==> config.mk <==
export PLATFORM = sky130hd
export DESIGN_NAME = uart_tx_param_flat
export DESIGN_NICKNAME = d
export VERILOG_FILES = /design/src/rtl/uart_tx_param_if.sv /design/src/rtl/uart_tx_param.sv /design/src/flat_wrapper.sv
export SDC_FILE = /design/constraint.sdc
export NUM_CORES = 1
export LEC_CHECK = 0
export CAP_MARGIN = 10
export CORE_ASPECT_RATIO = 1.75
export CORE_MARGIN = 2
export CORE_UTILIZATION = 47
export CTS_CLUSTER_DIAMETER = 60
export DETAILED_ROUTE_END_ITERATION = 6
export GPL_TIMING_DRIVEN = 0
export PLACE_DENSITY_LB_ADDON = 0.1
export SLEW_MARGIN = 20
export SYNTH_ARGS = -nofsm -noshare
export SYNTH_HDL_FRONTEND = slang
export SYNTH_SLANG_ARGS = --single-unit
==> constraint.sdc <==
create_clock -name CLK -period 1.9 [get_ports CLK]
set_clock_uncertainty 0.2 [all_clocks]
set_input_delay 0.38 -clock CLK [delete_from_list [all_inputs] [get_ports CLK]]
set_output_delay 0.38 -clock CLK [all_outputs]
set_load 0.02 [all_outputs]
==> src/rtl/uart_tx_param_if.sv <==
// rtl/uart_tx_param_if.sv - write-side handshake bundle for uart_tx_param
// Purpose: carries the word to transmit and its write/ready handshake.
// Signals:
//   DIN      word to transmit, LSB first on the line
//   WR_EN    write strobe; accepted when WR_EN and TX_READY are both 1
//   TX_READY holding register empty
interface uart_tx_param_if #(
  parameter int DATA_BITS = 8
);
  logic [DATA_BITS-1:0] DIN;
  logic                 WR_EN;
  logic                 TX_READY;

  modport master (output DIN, output WR_EN, input TX_READY);
  modport slave  (input DIN, input WR_EN, output TX_READY);
endinterface

==> src/rtl/uart_tx_param.sv <==
// rtl/uart_tx_param.sv - parametrised UART transmitter with one-word holding register
// Purpose: serialises DATA_BITS-wide words (LSB first) with optional odd/even
// parity and one or two stop bits, one bit per CLK_EN tick. A holding register
// lets the next word be queued while the current frame is on the line.
// Ports:
//   CLK        system clock, rising edge
//   RST_N      asynchronous active-low reset
//   CLK_EN     baud tick, one single-cycle pulse per bit period
//   wr_if      write handshake (DIN, WR_EN in; TX_READY out)
//   TX         registered serial line, idle high
//   TX_BUSY    frame on the line or word pending
//   FRAME_DONE one-cycle pulse after the final stop tick
module uart_tx_param #(
  parameter int DATA_BITS = 8,
  parameter int PARITY    = 0,
  parameter int STOP_BITS = 1
) (
  input  logic             CLK,
  input  logic             RST_N,
  input  logic             CLK_EN,
  uart_tx_param_if.slave   wr_if,
  output logic             TX,
  output logic             TX_BUSY,
  output logic             FRAME_DONE
);

  localparam int            CW       = $clog2(DATA_BITS);
  localparam logic [CW-1:0] LAST_IDX = CW'(DATA_BITS - 1);
  // PARITY = 3 is treated as no parity.
  localparam bit            PAR_EN   = (PARITY == 1) || (PARITY == 2);
  localparam bit            PAR_ODD  = (PARITY == 1);
  localparam bit            TWO_STOP = (STOP_BITS == 2);

  typedef enum logic [2:0] {
    S_IDLE,
    S_START,
    S_DATA,
    S_PAR,
    S_STOP
  } state_t;

  state_t               r_state;
  logic [DATA_BITS-1:0] r_hold;
  logic                 r_hold_full;
  logic [DATA_BITS-1:0] r_shift;
  logic                 r_par;
  logic [CW-1:0]        r_cnt;
  logic                 r_stop_cnt;

  logic w_accept;
  logic w_hold_par;

  assign w_accept   = wr_if.WR_EN & ~r_hold_full;
  // The shifter is consumed bit by bit, so the parity of the word is captured
  // at the moment it moves from hold into the shifter.
  assign w_hold_par = (^r_hold) ^ PAR_ODD;

  assign wr_if.TX_READY = ~r_hold_full;
  assign TX_BUSY        = (r_state != S_IDLE) | r_hold_full;

  always_ff @(posedge CLK or negedge RST_N) begin
    if (!RST_N) begin
      r_state     <= S_IDLE;
      r_hold      <= '0;
      r_hold_full <= 1'b0;
      r_shift     <= '0;
      r_par       <= 1'b0;
      r_cnt       <= '0;
      r_stop_cnt  <= 1'b0;
      TX          <= 1'b1;
      FRAME_DONE  <= 1'b0;
    end else begin
      FRAME_DONE <= 1'b0;

      // A write cannot coincide with a hold-to-shifter transfer: the transfer
      // needs hold_full = 1, which blocks acceptance in that cycle.
      if (w_accept) begin
        r_hold      <= wr_if.DIN;
        r_hold_full <= 1'b1;
      end

      if (CLK_EN) begin
        case (r_state)
          S_IDLE: begin
            if (r_hold_full) begin
              r_shift     <= r_hold;
              r_par       <= w_hold_par;
              r_hold_full <= 1'b0;
              TX          <= 1'b0;
              r_state     <= S_START;
            end
          end

          S_START: begin
            TX      <= r_shift[0];
            r_cnt   <= '0;
            r_state <= S_DATA;
          end

          S_DATA: begin
            if (r_cnt != LAST_IDX) begin
              // Shift right so the next bit to send is always at index 1.
              r_cnt   <= r_cnt + 1'b1;
              r_shift <= r_shift >> 1;
              TX      <= r_shift[1];
            end else if (PAR_EN) begin
              TX      <= r_par;
              r_state <= S_PAR;
            end else begin
              TX         <= 1'b1;
              r_stop_cnt <= 1'b0;
              r_state    <= S_STOP;
            end
          end

          S_PAR: begin
            TX         <= 1'b1;
            r_stop_cnt <= 1'b0;
            r_state    <= S_STOP;
          end

          S_STOP: begin
            if (TWO_STOP && !r_stop_cnt) begin
              r_stop_cnt <= 1'b1;
            end else begin
              FRAME_DONE <= 1'b1;
              if (r_hold_full) begin
                // Back-to-back: next start bit follows with no idle bit.
                r_shift     <= r_hold;
                r_par       <= w_hold_par;
                r_hold_full <= 1'b0;
                TX          <= 1'b0;
                r_state     <= S_START;
              end else begin
                r_state <= S_IDLE;
              end
            end
          end

          default: begin
            TX      <= 1'b1;
            r_state <= S_IDLE;
          end
        endcase
      end
    end
  end

endmodule

==> src/flat_wrapper.sv <==
// flat-port wrapper written by rule: the top's interface ports become plain ports
module uart_tx_param_flat 
#(
  parameter int DATA_BITS = 8,
  parameter int PARITY    = 0,
  parameter int STOP_BITS = 1
)
  (CLK, RST_N, CLK_EN, TX, TX_BUSY, FRAME_DONE, wr_if_DIN, wr_if_WR_EN, wr_if_TX_READY);
  uart_tx_param_if #(.DATA_BITS(DATA_BITS)) wr_if_i ();
  input  logic CLK;
  input  logic RST_N;
  input  logic CLK_EN;
  output logic TX;
  output logic TX_BUSY;
  output logic FRAME_DONE;
  input wire logic [$bits(wr_if_i.DIN)-1:0] wr_if_DIN;
  input wire logic [$bits(wr_if_i.WR_EN)-1:0] wr_if_WR_EN;
  output wire logic [$bits(wr_if_i.TX_READY)-1:0] wr_if_TX_READY;
  assign wr_if_i.DIN = wr_if_DIN;
  assign wr_if_i.WR_EN = wr_if_WR_EN;
  assign wr_if_TX_READY = wr_if_i.TX_READY;
  uart_tx_param #(.DATA_BITS(DATA_BITS), .PARITY(PARITY), .STOP_BITS(STOP_BITS)) u_core (.CLK(CLK), .RST_N(RST_N), .CLK_EN(CLK_EN), .wr_if(wr_if_i), .TX(TX), .TX_BUSY(TX_BUSY), .FRAME_DONE(FRAME_DONE));
endmodule
==> impl_metrics.csv, run 1 <==
group,metric,value,unit
outcome,status,"complete, but fails checks",
outcome,violations,"setup timing",
cts,cts_root_buf,"clkbuf_8",
die,core_area,2300,um^2
cts,cts_tree,"built",
final_layout,area_growth,26.5,%
yosys,yosys.area.top_type_share,51.9,%
detailed_routing,wl,2060,um
die,die_h,69.6,um
critical_path,endpoint_kind,"register",
yosys,avgSynthCellArea,13.3,um^2
global_route,top_usage_layer,"met2",
global_route,grt_max_degree,26,
timing,finalHoldViolations,0,
timing,tightest_slew,546,ps
global_route,grt_util_met3,1.82,%
detailed_routing,avgRoutedWirePerCell,15.2,um
cts,clockBufferDepth,2,
detailed_routing,drc,0,
critical_path,crit_type,"register to register",
global_route,grt.met1_usage,15.9,%
detailed_routing,via_per_inst,5.57,
global_route,track_usage,15.9,%
hold_path,hp-class,"register to register",
die,die_area,2890,um^2
detailed_routing,via_count,752,
timing,fin_crit_sh,109,%
global_route,grt_pass1_wl,3550,um
die,initial_core_util,50.3,%
final_layout,seq_area,627,um^2
final_layout,fin_nets,125,
cts,worstSkewPairLatency,270,ps
cts,cts_made_buffers,3,
global_route,overflow,0,
yosys,synth_top_area_cell,"dfrtp_1",
cts,htreeDepth,1,
die,rows,23,
timing,rsz0062_at_grt,"true",
yosys,ys_seq_area_share,54.2,%
critical_path,crit_fanout,8,
yosys,synthArstFlopShare,100,%
final_layout,multiInputGateArea,542,um^2
power_and_ir_drop,p_per_area,1620,nW/um^2
job,cap_violations,0,
cts,clock_sinks,25,
place,routabilityCongestion,0.745,
timing,final-setup-viol-count,8,
cts,cts.reportedPaths.clkPinSlew,90,ps
die,ios,16,
final_layout,diodes,0,
final_layout,drive_above_1_share,39.1,%
timing,period_minus_slack,2080,ps
critical_path,cpPeakStageDelay,400,ps
final_layout,final_core_util,63.6,%
critical_path,critPathLaunchType,"register",
yosys,ys_top_cells_by_area,"dfrtp_1 (52%), mux2_2 (22%), dfstp_2 (2.3%)",
global_route,grt_pass1_vias,814,
yosys,synth_edf_count,0,
global_route,met2_usage,29.2,%
yosys,synthCells,87,
timing,max_slew_margin,63.6,%
global_route,antenna_found_initial,0,
yosys,synth_cell_type_count,29,
detailed_routing,ant_nets,0,
yosys,ys_seq_elements,25,
die,die_w,41.5,um
timing,final_max_slew_viol_count,0,
final_layout,final_area,1460,um^2
timing,fmax,0.482,GHz
place,dpl_cell_area,1350,um^2
final_layout,fillerInstances,189,
power_and_ir_drop,power.static_leakage,0.643,nW
critical_path,critPathRequiredTime,1860,ps
critical_path,cp.arrival,2030,ps
yosys,ys_warn_count,0,
yosys,ys_dominant_reg_cell,"dfrtp_1",
yosys,synth_area,1160,um^2
yosys,syn_nets,101,
critical_path,cp_cell_sequence,"ha_2, ha_4, or3b_4, a21oi_4, buf_12, mux2_4",
detailed_routing,firstDrtPassIters,3,
power_and_ir_drop,vdd_drop_max,0.837,mV
critical_path,slowest_stage,"dfrtp_1",
detailed_routing,drtIter0Drc,4,
timing,finalWorstSetupSlack,-176,ps
place,port_buffers,14,
## placed cells by master (no fill, tap or decap), types with 3 or more instances in the layout
cell and count:
buf_4 3, clkbuf_8 3, clkdlybuf4s50_1 10, dfrtp_1 24, inv_1 3, mux2_2 16, mux2_4 7, nand2_1 3
o21ai_0 3, o31ai_1 3
## per-stage QoR
stage	setup TNS (ps)	total power, mW	hold slack, ps	cells	setup WS [ps]
2_1_floorplan	-1000	1.67	-116	87	-149
3_5_place_dp	-4760	1.93	279	126	-328
6_report	-1240	2.36	287	135	-176
4_1_cts	-1240	2.40	290	134	-172
5_1_grt	-1740	2.52	315	135	-236
3_3_place_gp	-4400	1.89	274	126	-278
## critical path: cells and delay by family (launching register included)
| family | cells | cell delay (ps) |
|---|---|---|
| AO/OA/AOI/OAI | 1 | 170 |
| adder cells (fa/ha/maj) | 2 | 360 |
| buffers and inverters | 1 | 150 |
| flip-flops | 1 | 400 |
| multiplexers | 1 | 300 |
| AND/OR/NAND/NOR | 1 | 390 |
## per-layer routing
layer	vias up	routed length, um	share of wire [%]
li1	355	-	-
met1	377	785	38
met2	13	1150	56
met3	7	45	2.2
met4	0	69	3.4
met5	-	0	0
## cell usage after synthesis (2+ instances only)
master	number
ha_1	2
inv_1	3
nor2_1	2
nand2b_1	2
mux2_2	23
dfrtp_1	24
clkbuf_1	2
o21ai_0	3
nand2_1	3
a22o_1	2
o31ai_1	3
## worst paths after layout
| path | from | to | slack (ps) | cells past startpoint |
|---|---|---|---|---|
| max in group asynchronous | RST_N | u_core.TX | 710 | 2 |
| worst min register to register | u_core.TX | u_core.TX | 290 | 2 |
| worst max register to register | u_core.r_cnt[0] | u_core.r_shift[0] | -180 | 6 |
| min in group asynchronous | RST_N | u_core.r_cnt[2] | 420 | 2 |
| worst max-delay path | u_core.r_cnt[0] | u_core.r_shift[0] | -180 | 6 |
| worst min-delay path | u_core.TX | u_core.TX | 290 | 2 |
## state kept, by name (all words and copies together), names as in the netlist
signal,cells
u_core.r_hold,8
u_core.r_state,3
u_core.r_cnt,3
u_core.FRAME_DONE,1
u_core.r_hold_full,1
u_core.r_shift,8
u_core.TX,1
## layout make-up
class / instances / area share (%)
Clock inverter: 1 / 0.513
Multi-Input combinational cell: 55 / 37.0
Timing Repair Buffer: 19 / 12.3
Tap cell: 25 / 2.14
Inverter: 3 / 0.769
Clock buffer: 3 / 2.82
Sequential cell: 25 / 42.8
Buffer: 4 / 1.62
## logic make-up after synthesis
kind of cell	after synthesis	share of synthesized area, %
flops	25	54.2
mux	24	23.2
simple gates	15	7.89
compound gates	14	9.51
buf+inv	7	3.03
fa+ha+maj	2	2.16
## power by group
group	internal (mW)	switching [mW]	total (mW)
Combinational	0.669	0.453	1.12
Sequential	0.785	0.139	0.924
Clock	0.149	0.170	0.318
Total	1.60	0.762	2.36
## repair_timing
item,in CTS,in global routing
buffers inserted,4,0
pin swaps,4,3
setup endpoints to repair,11,10
endpoints found under the hold margin,0,24
gates resized for setup,11,1
hold buffers,0,1
(Power assumes the default switching activity.)
==> inputs of run 2 (changes only) <==
--- a/config.mk
+++ b/config.mk
@@ -8,12 +8,14 @@
 export CAP_MARGIN = 10
 export CORE_ASPECT_RATIO = 1.75
 export CORE_MARGIN = 2
-export CORE_UTILIZATION = 47
+export CORE_UTILIZATION = 50
 export CTS_CLUSTER_DIAMETER = 60
 export DETAILED_ROUTE_END_ITERATION = 6
+export DONT_BUFFER_PORTS = 1
 export GPL_TIMING_DRIVEN = 0
 export PLACE_DENSITY_LB_ADDON = 0.1
 export SLEW_MARGIN = 20
 export SYNTH_ARGS = -nofsm -noshare
 export SYNTH_HDL_FRONTEND = slang
 export SYNTH_SLANG_ARGS = --single-unit
+export TNS_END_PERCENT = 10
==> impl_metrics.csv, run 2 (synthesized netlist as in run 1, its figures left out) <==
group,metric,value,unit
critical_path,crit_type,"register to register",
cts,clock_sinks,25,
critical_path,path_depth,6,
global_route,track_usage,15.9,%
global_route,grt_max_degree,26,
critical_path,endpoint_kind,"register",
final_layout,reg_top3,"u_core.r_hold: 8 flops, u_core.r_shift: 8 flops",
final_layout,mostFrequentLayoutCell,"dfrtp_1",
outcome,violations,"setup timing",
critical_path,critPathLaunchType,"register",
detailed_routing,ant_nets,0,
final_layout,drive_above_1_share,43.8,%
power_and_ir_drop,p_int,1.50,mW
final_layout,diodes,0,
place,port_buffers,0,
timing,fin_hold_ws,53.5,ps
timing,tightest_slew,513,ps
cts,cts.reportedPaths.clkPinSlew,90,ps
place,routabilityCongestion,0.632,
timing,rsz0062_at_grt,"true",
critical_path,regToRegEndpoint,"u_core.r_shift[6]",
detailed_routing,firstDrtPassIters,2,
power_and_ir_drop,power.static_leakage,0.574,nW
cts,cts_tree,"built",
die,core_area,2240,um^2
timing,period_minus_slack,2080,ps
timing,finalHoldViolations,0,
detailed_routing,wl,1850,um
timing,fmax,0.481,GHz
critical_path,worst-r2r-cell-count,6,
detailed_routing,highest_layer,"met4",
critical_path,slowest_stage,"dfrtp_1",
timing,final_max_slew_viol_count,0,
critical_path,endpoint,"u_core.r_shift[6]",
detailed_routing,wl_met1,825,um
power_and_ir_drop,p_sw,0.718,mW
final_layout,final_core_util,59.2,%
cts,cts_made_buffers,3,
die,die_h,67.6,um
timing,finalWorstSetupSlack,-177,ps
final_layout,area_growth,14.8,%
die,die_area,2730,um^2
detailed_routing,via_per_inst,5.49,
place,dp_hpwl,1260,um
timing,max_slew_margin,65.8,%
detailed_routing,met3_length,48,um
critical_path,cp.arrival,2030,ps
detailed_routing,wl_met2,957,um
cts,cts_root_buf,"clkbuf_8",
critical_path,critical_path_buf_inv_count,1,
critical_path,critPathRequiredTime,1860,ps
critical_path,cp_cell_sequence,"ha_2, ha_4, or3b_4, a21oi_4, buf_12, mux2_2",
detailed_routing,drtIter0Drc,9,
critical_path,r2r_setup_slack,-180,ps
critical_path,reg2reg_from,"u_core.r_cnt[0]",
power_and_ir_drop,vdd_drop_max,0.865,mV
global_route,grt_pass1_wl,2900,um
die,ios,16,
final_layout,fin_nets,111,
global_route,overflow,0,
power_and_ir_drop,p_clk_share,14.2,%
hold_path,hp-class,"input port to register",
critical_path,crit_fanout,8,
global_route,grt_pass1_vias,659,
final_layout,final_area,1330,um^2
power_and_ir_drop,seqPwrFrac,42.1,%
timing,final-setup-viol-count,8,
job,cap_violations,0,
detailed_routing,avgRoutedWirePerCell,15.3,um
power_and_ir_drop,combinationalPowerShare,43.7,%
detailed_routing,via_count,664,
power_and_ir_drop,swShare,32.4,%
die,initial_core_util,51.6,%
die,die_w,40.4,um
timing,fin_setup_tns,-1250,ps
timing,fin_crit_sh,109,%
cts,htreeDepth,1,
detailed_routing,drc,0,
critical_path,crit_start,"u_core.r_cnt[0]",
final_layout,multiInputGateArea,524,um^2
place,dpl_cell_area,1190,um^2
final_layout,seq_area,627,um^2
final_layout,final_cell_mix,"dfrtp_1 (24), mux2_2 (22)",
final_layout,fillerInstances,191,
outcome,status,"complete, but fails checks",
cts,worstSkewPairLatency,270,ps
cts,clockBufferDepth,2,
critical_path,cpPeakStageDelay,390,ps
critical_path,critical_path.top_delay_family,"flip-flops",
die,rows,23,
power_and_ir_drop,total_power,2.22,mW
global_route,antenna_found_initial,0,
power_and_ir_drop,p_per_area,1670,nW/um^2
-- run 2: power groups by stage --
stage	registers, mW	logic (mW)	clock network (mW)
2_1_floorplan	0.900	0.751	0
3_3_place_gp	0.936	0.835	0
3_5_place_dp	0.945	0.854	0
4_1_cts	0.936	0.983	0.325
5_1_grt	0.965	1.06	0.340
6_report	0.933	0.969	0.316
-- run 2: repair_timing --
| action | CTS | global route |
|---|---|---|
| gates resized for setup | 5 | 0 |
| hold buffers | 2 | 0 |
| pin swaps | 2 | 0 |
| endpoints found under the setup margin | 9 | 9 |
| hold endpoints to repair | 25 | 0 |
| setup buffers | 3 | 0 |
-- run 2: metrics by stage --
stage	worst slack, ps	instances
floorplan	-167	87
global placement	-287	112
detailed placement	-297	112
CTS	-180	121
global route	-227	121
finish	-177	121
-- run 2: worst min-delay path by stage --
stage | from | end | cells past startpoint
5_1_grt | wr_if_DIN[2] | u_core.r_hold[2] | 1
6_report | wr_if_DIN[4] | u_core.r_hold[4] | 1
2_1_floorplan | RST_N | u_core.FRAME_DONE | 0
3_5_place_dp | RST_N | u_core.FRAME_DONE | 0
3_3_place_gp | RST_N | u_core.r_state[1] | 0
4_1_cts | wr_if_DIN[4] | u_core.r_hold[4] | 1
-- run 2: per-layer routing --
metal | global-route usage, % | vias to the layer above
li1 | - | 329
met1 | 19.0 | 325
met2 | 26.2 | 8
met3 | 1.97 | 2
met4 | 8.75 | 0
met5 | 0 | -
-- run 2: layout make-up --
class | instances | share of cell area [%]
Buffer | 4 | 1.79
Clock buffer | 3 | 3.11
Clock inverter | 1 | 0.377
Inverter | 3 | 0.847
Multi-Input combinational cell | 55 | 39.5
Sequential cell | 25 | 47.2
Tap cell | 25 | 2.35
Timing Repair Buffer | 5 | 4.90
